**config.mk**
```make
export PLATFORM = sky130hd
export DESIGN_NAME = clb_cfg_loader
export DESIGN_NICKNAME = d
export VERILOG_FILES = /design/src/rtl/clb_cfg_loader.sv
export SDC_FILE = /design/constraint.sdc
export NUM_CORES = 1
export LEC_CHECK = 0
export BUFFER_PORTS_ARGS = -buffer_cell sky130_fd_sc_hd__buf_4
export CAP_MARGIN = 20
export CELL_PAD_IN_SITES_DETAIL_PLACEMENT = 1
export CELL_PAD_IN_SITES_GLOBAL_PLACEMENT = 1
export CORE_MARGIN = 10
export CORE_UTILIZATION = 30
export DETAILED_ROUTE_END_ITERATION = 8
export GPL_ROUTABILITY_DRIVEN = 1
export HOLD_SLACK_MARGIN = 0.15
export PLACE_DENSITY_LB_ADDON = 0.1
export SLEW_MARGIN = 15
export SYNTH_ARGS = -nofsm -noshare
export SYNTH_HDL_FRONTEND = slang
export SYNTH_SLANG_ARGS = --single-unit
```
**constraint.sdc**
```tcl
create_clock -name K -period 7.3 [get_ports K]
set_clock_uncertainty 0.05 [all_clocks]
set_input_delay 0.365 -clock K [delete_from_list [all_inputs] [get_ports K]]
set_output_delay 0.365 -clock K [all_outputs]
set_load 0.1 [all_outputs]
```
**src/rtl/clb_cfg_loader.sv**
```systemverilog
// Serial configuration loader for one CLB. It hunts for a sync byte, shifts in a
// CFG_W-bit body MSB-first, then commits it to CFG only if even parity holds.
module clb_cfg_loader #(
  parameter int                 CFG_W   = 37,
  parameter logic [7:0]         SYNC    = 8'hA5,
  parameter logic [CFG_W-1:0]   CFG_RST = '0
) (
  input  logic             K,
  input  logic             RST,
  input  logic             DIN,
  input  logic             DVALID,
  input  logic             ABORT,
  output logic [CFG_W-1:0] CFG,
  output logic             BUSY,
  output logic             DONE,
  output logic             ERR
);

  localparam int CNT_W = $clog2(CFG_W + 1);

  typedef enum logic [1:0] {HUNT, LOAD, PAR} state_e;

  state_e             state_q, state_d;
  logic [7:0]         hunt_q, hunt_d;
  logic [CNT_W-1:0]   cnt_q, cnt_d;
  logic [CFG_W-1:0]   shadow_q, shadow_d;
  logic [CFG_W-1:0]   cfg_q, cfg_d;
  logic               busy_q, busy_d;
  logic               done_q, done_d;
  logic               err_q, err_d;

  always_comb begin
    state_d  = state_q;
    hunt_d   = hunt_q;
    cnt_d    = cnt_q;
    shadow_d = shadow_q;
    cfg_d    = cfg_q;
    done_d   = 1'b0;
    err_d    = 1'b0;

    // Abort wins over everything, including a parity bit arriving on the same cycle.
    if (ABORT) begin
      state_d = HUNT;
      hunt_d  = '0;
      cnt_d   = '0;
    end else if (DVALID) begin
      unique case (state_q)
        HUNT: begin
          hunt_d = {hunt_q[6:0], DIN};
          if ({hunt_q[6:0], DIN} == SYNC) begin
            state_d = LOAD;
            cnt_d   = '0;
          end
        end
        LOAD: begin
          shadow_d = {shadow_q[CFG_W-2:0], DIN};
          cnt_d    = cnt_q + CNT_W'(1);
          if (cnt_q == CNT_W'(CFG_W - 1)) begin
            state_d = PAR;
          end
        end
        PAR: begin
          if (^{shadow_q, DIN} == 1'b0) begin
            cfg_d  = shadow_q;
            done_d = 1'b1;
          end else begin
            err_d  = 1'b1;
          end
          // Clearing hunt forces a fresh, non-overlapping sync for the next frame.
          state_d = HUNT;
          hunt_d  = '0;
          cnt_d   = '0;
        end
        default: begin
          state_d = HUNT;
          hunt_d  = '0;
          cnt_d   = '0;
        end
      endcase
    end

    busy_d = (state_d != HUNT);
  end

  always_ff @(posedge K or posedge RST) begin
    if (RST) begin
      state_q  <= HUNT;
      hunt_q   <= '0;
      cnt_q    <= '0;
      shadow_q <= '0;
      cfg_q    <= CFG_RST;
      busy_q   <= 1'b0;
      done_q   <= 1'b0;
      err_q    <= 1'b0;
    end else begin
      state_q  <= state_d;
      hunt_q   <= hunt_d;
      cnt_q    <= cnt_d;
      shadow_q <= shadow_d;
      cfg_q    <= cfg_d;
      busy_q   <= busy_d;
      done_q   <= done_d;
      err_q    <= err_d;
    end
  end

  assign CFG  = cfg_q;
  assign BUSY = busy_q;
  assign DONE = done_q;
  assign ERR  = err_q;

endmodule
```
==> results by group <==
Clock network
  • Htree depth: 3
  • Clock root buffer: clkbuf_16
  • Clk_lat worst skew: 0.34 ns
  • Clock Pin Slew Worst Setup and Hold Paths: 0.07 ns
  • CTS tree: yes
  • CTS Buffer Depth: 2
  • Cts bufs inserted: 9
  • CTS Sinks: 92
  • Setup repair bufs after CTS: 0

Hold path
  • HP Class: in2reg

Floorplanning
  • Die H: 136 um
  • Die extent in x: 136 um
  • Core area: 0.0132 mm^2
  • Num rows: 42
  • Die ar.: 0.0184 mm^2
  • Starting density of the core: 30.4%
  • IO Pins: 45

Final layout
  • Non-filler cells, final: 588
  • Ant diodes: 0
  • Layout area overhead: 21.4%
  • Fin nets: 414
  • Layout cell share with drive strength beyond 1: 25.2%
  • Fillers: 1470

STA
  • Max-slew violations: 0
  • Hold Vio Cnt, Final: 0
  • Setup TNS: 0 ns
  • F_max: 358 MHz
  • Slew margin rel.: 42.8%
  • Tmin final: 2.80 ns
  • Fin Hold WS: 0.219 ns
  • Setup-failing EPs final: 0
  • RSZ-0062 raised after global routing: no
  • Least-Margin Pin Slew: 0.851 ns
  • Final period util: 38.3%
  • Setup slack after layout: 4.50 ns

Global routing
  • Grt ovf: 0
  • Initial antenna violation count: 0
  • Vias in the first global route: 2801
  • Largest net degree at the start of global routing: 56
  • First-pass GRT wire length: 14.7 mm
  • GRT Util Overall: 10.2%

Worst setup path
  • CP Capture Type: register
  • Delay-heaviest family, CP: XOR/XNOR gates
  • CP max stage delay: 0.42 ns
  • Worst path slowest cell: dfrtp_1
  • Crit path buf inv count: 1
  • Worst Path Arrival: 2.97 ns
  • CP max FO: 25
  • CP dominant cell by count: xnor2_1
  • Startpoint types: register
  • Required time worst endpoint: 7.48 ns
  • Worst-path cell chain: xor2_1 -> xnor2_1 -> xnor2_1 -> xnor3_1 -> xnor2_1 -> nand2b_2 -> buf_12 -> mux2_2
  • Critical setup path kind: reg2reg

Logic synthesis
  • Top FF cell, synth: dfrtp_1
  • Post-synth top area cell: dfrtp_1
  • Synth top area cells: dfrtp_1 (57%), nand2_1 (11%), xnor2_1 (7.2%), mux2_4 (7.1%), mux2_2 (5.1%)
  • Register area share after synthesis: 57.4%
  • Cells after Synth: 362
  • Top-count cell post-synth: nand2_1
  • Synth unique cells: 27
  • Post-synthesis cell area: 0.00401 mm^2
  • Yosys reg bits: 92
  • Syn nets: 369
  • Async SR Flop Fraction: 100%
  • Post-synth top cells: nand2_1 (121), dfrtp_1 (92), xnor2_1 (33)
  • Ys Warns: 0
  • Number of synthesized flops with an enable pin: 0
  • Top cell type's share of synthesized area: 57.4%
  • Syn Area/Cell: 11.1 um^2

Power and ir drop
  • Flop pwr share: 49.0%
  • Clock share of power: 48.8%
  • Cell area power density: 214 mW/mm^2
  • Gate power share: 2.2%
  • Worst IR Drop VDD: 0.000121 V
  • Sw Share: 20.9%
  • LEAKAGE: 2.55 nW
  • Int Pwr: 826 uW
  • Net Sw Power: 219 uW

Flow run
  • Total of max-cap violations: 0

Place
  • Number of buffers added on ports: 44
  • GPL Wtd Cong: 0.681
  • Hpwl dp: 5.77 mm
  • Inst Count DP: 571
  • Placement Setup Slack: 4.42 ns

Route
  • Drt total wl: 8.58 mm
  • Routed WL per cell: 14.6 um
  • Drc violations: 0
  • Pre-Repair DR Iteration Count: 4
  • Number of DRC markers in iteration 0: 85
  • DRT antenna net count: 0
  • Via count: 2583
  • Via density: 4.39

Status
  • Status: finished, final reports clean
[worst paths after layout]
kind,slack (ns),cells past startpoint,start,end
worst min register to register,0.46,1,CFG[35],CFG[35]
min in group asynchronous,0.60,3,RST,CFG[33]
max in group asynchronous,5.41,4,RST,BUSY
worst min-delay path,0.22,3,DIN,shadow_q[0]
worst max-delay path,4.50,8,shadow_q[3],CFG[19]
worst max register to register,4.50,8,shadow_q[3],CFG[19]
[flip-flops by register name, summed over array words and instances (netlist names)]
register	count
BUSY	1
CFG	37
DONE	1
ERR	1
cnt_q	6
hunt_q	7
shadow_q	37
state_q	2
[stage by stage]
step / util [%] / instance area (um^2) / power [mW]
after floorplan: - / 4010 / 0.536
after global placement: 34.2 / 4510 / 0.544
after detailed placement: 34.4 / 4530 / 0.545
after CTS: 36.9 / 4870 / 1.06
after global routing: 36.9 / 4870 / 1.10
final: 36.9 / 4870 / 1.04
[placed cells by master, fill, tap and decap left out, types with 2 or more instances in the layout]
cell type and n:
mux2_4 19, mux2_2 18, xnor2_1 33, a22oi_1 8
ha_1 2, dfrtp_1 92, xor2_1 5, a21oi_1 3
o21ai_0 5, inv_1 5, clkinv_4 2, clkbuf_16 9
or4bb_1 2, clkinv_2 3, o31ai_1 2, nor2_1 18
bufinv_16 2, nor3_1 2, buf_4 47, nand2_1 121
[logic make-up (layout without fill, tap and decap cells)]
group / Yosys count / after routing / share of synthesized area [%]
simple gates: 151 / 151 / 15.1
buf+inv: 21 / 71 / 2.56
flops: 92 / 92 / 57.4
mux: 37 / 37 / 12.2
compound gates: 20 / 20 / 3.27
xor+xnor: 39 / 39 / 8.86
fa+ha+maj: 2 / 2 / 0.624
[layout make-up]
cell class	count	area [um^2]	share of cell area, %
Sequential cell	92	2300	47.3
Multi-Input combinational cell	249	1610	33.1
Timing Repair Buffer	49	383	7.86
Clock buffer	10	239	4.91
Tap cell	176	220	4.52
Clock inverter	6	87.6	1.80
Inverter	6	23.8	0.488
[worst min-delay path: stages]
cell	delay, ns
buf_4	0.11
nand2_1	0.05
nand2_1	0.05
[per-layer routing]
metal  wire length [um]  global-route usage (%)  vias to the layer above
met5                  0                       0                        -
li1                   -                       -                     1258
met2               3870                    15.3                       42
met3                511                    5.08                        7
met1               4120                    12.6                     1276
met4                 73                    2.69                        0
[power by group through the flow]
stage	clock network [mW]	registers, mW	logic [mW]
after floorplan	0	0.521	0.0150
after global placement	0	0.521	0.0236
after detailed placement	0	0.521	0.0242
after CTS	0.529	0.511	0.0245
after global routing	0.558	0.511	0.0270
final	0.510	0.511	0.0230
[repair_timing]
action / in CTS / in global routing
gates resized for setup: 0 / 0
hold endpoints to repair: 37 / 0
hold buffers: 1 / 0
No activity file was read; power rests on OpenSTA's default activity.
